--- src/rtl/conv3x3_kernel_filter.sv ---
// conv3x3_kernel_filter: 3x3 signed-kernel convolution with normalising shift and clamp, 3-stage ready/valid pipeline.
// Optional CONV3X3_ROUND_EN: round half up before the shift instead of truncating.
module conv3x3_kernel_filter #(
  parameter int CH_W   = 4,
  parameter int N_CH   = 3,
  parameter int COEF_W = 8,
  parameter int PIX_W  = N_CH * CH_W
) (
  input  logic                 clk,
  input  logic                 reset,
  input  logic                 in_valid,
  output logic                 in_ready,
  input  logic [9*PIX_W-1:0]   window_in,
  output logic                 out_valid,
  input  logic                 out_ready,
  output logic [PIX_W-1:0]     pix_out,
  input  logic                 cfg_we,
  input  logic [3:0]           cfg_addr,
  input  logic [COEF_W-1:0]    cfg_data,
  input  logic                 cfg_commit
);
  localparam int ACC_W = CH_W + COEF_W + 5;
  localparam int PR_W  = CH_W + 1 + COEF_W;

  logic signed [COEF_W-1:0] sh_coef_q [9];
  logic signed [COEF_W-1:0] ac_coef_q [9];
  logic signed [COEF_W-1:0] s1_coef_q [9];
  logic [3:0] sh_shift_q, ac_shift_q, s1_shift_q, s2_shift_q;
  logic [9*PIX_W-1:0] s1_taps_q;
  logic signed [PR_W-1:0] prod_d [N_CH][9];
  logic signed [PR_W-1:0] prod_q [N_CH][9];
  logic s1_v_q, s2_v_q, en;
  logic [PIX_W-1:0] pix_d;
  logic signed [ACC_W-1:0] acc, acc_sh;

  assign en       = !out_valid | out_ready;
  assign in_ready = en;

  // Commit samples the shadow before any same-edge write lands, so it copies the pre-write value.
  always_ff @(posedge clk or posedge reset)
    if (reset) begin
      for (int i = 0; i < 9; i++) begin
        sh_coef_q[i] <= (i == 4) ? COEF_W'(1) : '0;
        ac_coef_q[i] <= (i == 4) ? COEF_W'(1) : '0;
      end
      sh_shift_q <= '0;
      ac_shift_q <= '0;
    end else begin
      if (cfg_we && cfg_addr < 4'd9) sh_coef_q[cfg_addr] <= cfg_data;
      if (cfg_we && cfg_addr == 4'd9) sh_shift_q <= cfg_data[3:0];
      if (cfg_commit) begin
        ac_coef_q  <= sh_coef_q;
        ac_shift_q <= sh_shift_q;
      end
    end

  always_comb
    for (int c = 0; c < N_CH; c++)
      for (int t = 0; t < 9; t++)
        prod_d[c][t] = PR_W'($signed({1'b0, s1_taps_q[t*PIX_W + c*CH_W +: CH_W]})) * PR_W'(s1_coef_q[t]);

  always_comb begin
    pix_d  = '0;
    acc    = '0;
    acc_sh = '0;
    for (int c = 0; c < N_CH; c++) begin
      acc = '0;
      for (int t = 0; t < 9; t++) acc = acc + ACC_W'(prod_q[c][t]);
`ifdef CONV3X3_ROUND_EN
      if (s2_shift_q != 4'd0) acc = acc + (ACC_W'(1) << (s2_shift_q - 4'd1));
`endif
      acc_sh = acc >>> s2_shift_q;
      pix_d[c*CH_W +: CH_W] = (acc_sh < 0) ? '0 : (acc_sh > ACC_W'((1 << CH_W) - 1)) ? '1 : acc_sh[CH_W-1:0];
    end
  end

  // Each beat carries its own kernel snapshot so a commit never disturbs beats already in flight.
  always_ff @(posedge clk or posedge reset)
    if (reset) begin
      s1_v_q     <= 1'b0;
      s2_v_q     <= 1'b0;
      out_valid  <= 1'b0;
      pix_out    <= '0;
      s1_taps_q  <= '0;
      s1_shift_q <= '0;
      s2_shift_q <= '0;
      for (int i = 0; i < 9; i++) s1_coef_q[i] <= '0;
      for (int c = 0; c < N_CH; c++)
        for (int t = 0; t < 9; t++) prod_q[c][t] <= '0;
    end else if (en) begin
      s1_v_q     <= in_valid;
      s1_taps_q  <= window_in;
      s1_coef_q  <= ac_coef_q;
      s1_shift_q <= ac_shift_q;
      s2_v_q     <= s1_v_q;
      prod_q     <= prod_d;
      s2_shift_q <= s1_shift_q;
      out_valid  <= s2_v_q;
      pix_out    <= pix_d;
    end
endmodule
--- config.mk ---
export PLATFORM = sky130hd
export DESIGN_NAME = conv3x3_kernel_filter
export DESIGN_NICKNAME = d
export VERILOG_FILES = /design/src/rtl/conv3x3_kernel_filter.sv
export SDC_FILE = /design/constraint.sdc
export NUM_CORES = 2
export LEC_CHECK = 0
export BUFFER_PORTS_ARGS = -buffer_cell sky130_fd_sc_hd__clkbuf_2
export CAP_MARGIN = 20
export CORE_MARGIN = 4
export CORE_UTILIZATION = 37
export CTS_BUF_LIST = sky130_fd_sc_hd__clkbuf_8 sky130_fd_sc_hd__clkbuf_16
export DETAILED_ROUTE_END_ITERATION = 8
export GPL_ROUTABILITY_DRIVEN = 0
export HOLD_SLACK_MARGIN = 0.12
export MAX_ROUTING_LAYER = met4
export PLACE_DENSITY = 0.5
export SLEW_MARGIN = 25
export SYNTH_ARGS = -nofsm -noshare
export SYNTH_HDL_FRONTEND = slang
export SYNTH_SLANG_ARGS = --single-unit
--- constraint.sdc ---
create_clock -name clk -period 27.1 [get_ports clk]
set_input_delay 2.71 -clock clk [delete_from_list [all_inputs] [get_ports clk]]
set_output_delay 2.71 -clock clk [all_outputs]
set_load 0.02 [all_outputs]
==> summary.txt <==
Run status
  • Status: finished clean

Global route
  • First-pass GRT wire length: 306 mm
  • Vias in the first global route: 50400
  • Antenna violations before repair: 10
  • Gr ovfl total: 0
  • Largest net degree at the start of global routing: 139
  • GRT Resource Usage Total: 20.7%

Final layout
  • Finished Core Util: 40.4%
  • Synth-to-Final Area Change: 8.35%
  • Nets: 9297
  • Fill cell count: 19000
  • Inserted Diodes: 0
  • Share of cells above drive strength 1: 6.81%
  • Post-route design area: 76000 µm²

Logic synthesis
  • Synth area leaders: dfrtp_1 25%, fa_1 21%, ha_1 12%
  • YS warnings: 0
  • Commonest cells in the netlist: 1584 x inv_1, 1180 x nand2_1, 741 x fa_1
  • Most numerous cell in the Yosys netlist: inv_1
  • Post-synth cell types: 100
  • Synthesized net count: 9321
  • Yosys top cell by area: dfrtp_1
  • Syn avg cell area: 9.05 µm²
  • Post-synthesis sequential area ratio: 25.2%
  • Async set or reset register ratio after synthesis: 100%
  • Yosys top cell area share: 25.1%
  • Yosys reg bits: 706
  • Post-Syn Area: 70100 µm²
  • Main flop type after synthesis: dfrtp_1
  • Post-synth EDFFs: 0
  • Syn Inst Count: 7755

Floorplanning
  • IO Pins: 140
  • Initial Util: 37.3%
  • Die Wd: 443 µm
  • Total core area: 188000 µm²
  • Overall die height: 443 µm
  • Die area: 197000 µm²
  • Row cnt: 159

STA
  • Fmax: 144 MHz
  • Slew HR: 32.5%
  • Hold_ws: 0.456 ns
  • Final min period: 6.92 ns
  • Final Hold Viols: 0
  • Fin Clk Skew: 0.0232 ns
  • Worst-margin pin slew: 1.01 ns
  • Setup violators final: 0
  • Final Max Slew Viols: 0
  • RSZ-0062 raised after global routing: no
  • Final period utilization: 25.5%
  • Sum Neg Setup Slack: 0 ns

Drt
  • Post-DR vias/cell: 4.80
  • DR pass1 iterations: 6
  • Detailed Route Iter0 Violations: 2642
  • Drt total wl: 196 mm
  • Wirelength per Cell: 19.0 µm
  • Overall via count from detail_route: 49400
  • DRC errors left: 0
  • Antenna Violating Nets Remaining: 0

Clock tree
  • CTS Root Buffer Type: clkbuf_16
  • Clock transition at path regs: 0.06 ns
  • Maximum clock insertion buffer count: 3
  • CTS tree: yes
  • Clk_lat worst skew: 0.69 ns
  • Clock Sinks: 706
  • Max H-tree Level: 3
  • CTS Hold Bufs: 0
  • Post_cts resized: 0
  • Num CTS Buffers: 86
  • Post-CTS setup buffers: 0

Critical path
  • Worst Reg-to-Reg Cells: 18
  • Critical Path Slowest Stage Cell: buf_4
  • Worst reg2reg endpoint: pix_out[6]
  • Crit end category: output pin
  • Worst Path Required: 24.39 ns
  • CP Launch Type: primary input
  • Crit path depth: 5
  • Critical path arrival: 4.21 ns
  • Most numerous cell on the critical path: clkbuf_2
  • Worst R2R Start: prod_q[119]
  • Crit path max-delay family: buffers and inverters
  • WS Path Type: primary input to output pin
  • R2R setup slack: 20.88 ns
  • CP Max Fanout: 69
  • WP buf/inv: 4
  • Cell Chain, Critical Path: clkbuf_2, nor2b_4, buf_4, inv_8, clkbuf_2
  • CP max stage delay: 0.65 ns

Placement
  • Cell Area, Placed: 73000 µm²
  • Post-DP HPWL: 157 mm
  • Buffers on Ports: 139

Hold path
  • Hold Crit Class: flop to flop
  • WHS Path Cells: 2
  • WHS Endpoint: s2_v_q
  • Worst hold start: s2_v_q

Run
  • Max Cap Viol: 0
how the worst max path moves through the flow:
stage / from / to / slack (ns)
3_3_place_gp: out_ready / in_ready / 20.14
5_1_grt: out_ready / in_ready / 20.05
6_report: out_ready / in_ready / 20.18
4_1_cts: out_ready / in_ready / 20.13
3_5_place_dp: out_ready / in_ready / 20.13
2_1_floorplan: reset / ac_coef_q[0] / 4.59
sequential cells by signal, summed over array words and instances, names as in the netlist:
signal      flops
ac_shift_q      4
s1_shift_q      4
sh_coef_q      72
s1_v_q          1
ac_coef_q      72
sh_shift_q      4
s2_v_q          1
s1_taps_q     108
out_valid       1
s2_shift_q      4
s1_coef_q      72
pix_out        12
prod_q        351
cells by family (layout without fill, tap and decap cells):
group	after synthesis	count (layout)	share of synthesized area [%]
xor gates and xnor gates	357	357	4.46
adders and majority gates	1440	1440	33.6
buffers and inverters	1871	1918	10.2
muxes	189	189	3.21
and+or+nand+nor	2152	2152	14.1
DFF	706	706	25.2
AOI/OAI and AO/OA	1040	1040	9.15
routing by layer:
metal | share of wire (%) | GRT usage (%) | up-vias
li1 | - | - | 23900
met1 | 49 | 29.2 | 24500
met2 | 45 | 31.9 | 760
met3 | 3.9 | 2.17 | 213
met4 | 2.8 | 5.67 | 0
met5 | 0 | - | -
per-stage QoR:
step                cells  setup slack [ns]
CTS                 10300             20.13
detailed placement  10100             20.13
finish              10300             20.18
global route        10300             20.05
floorplan            7755              4.59
global placement    10100             20.14
worst min-delay path: stages (launching register included):
cell     delay [ns]
dfrtp_1        0.33
nand2_1        0.05
nand2_1        0.05
layout make-up:
cell class	count	area (µm²)	area share, %
flip-flops and latches	706	17700	23.3
clock buffers	106	2450	3.22
clock inverters	53	492	0.647
repair buffers	173	990	1.30
inverters	1586	5970	7.85
multi-input cells	5178	45300	59.6
well taps	2495	3120	4.11
layout by cell type, fill, tap and decap left out, types with 6 or more instances in the layout:
| cell | count |
|---|---|
| inv_1 | 1602 |
| nand2_1 | 1180 |
| fa_1 | 741 |
| dfrtp_1 | 702 |
| ha_1 | 699 |
| and2_1 | 605 |
| a21oi_1 | 476 |
| xnor2_1 | 293 |
| nor2_1 | 230 |
| o21bai_1 | 166 |
| mux2_2 | 159 |
| o21ai_0 | 152 |
| clkbuf_2 | 138 |
| clkbuf_16 | 88 |
| a21o_1 | 74 |
| xor2_1 | 64 |
| nand3_1 | 46 |
| buf_4 | 30 |
| a211oi_1 | 26 |
| a31oi_1 | 18 |
| clkbuf_8 | 18 |
| mux2i_1 | 17 |
| o211ai_1 | 16 |
| nor3_1 | 15 |
| nand2b_1 | 14 |
| mux4_2 | 13 |
| o21a_1 | 11 |
| and3_1 | 9 |
| nor3b_1 | 8 |
| inv_6 | 8 |
| nor2b_1 | 7 |
| o22ai_1 | 7 |
| clkinv_2 | 7 |
| bufinv_16 | 7 |
| a311oi_1 | 6 |
| or3_1 | 6 |
| clkinvlp_4 | 6 |
Power is not shown: default switching activity piles up to over one toggle a cycle in this logic, so the estimate is an artifact.
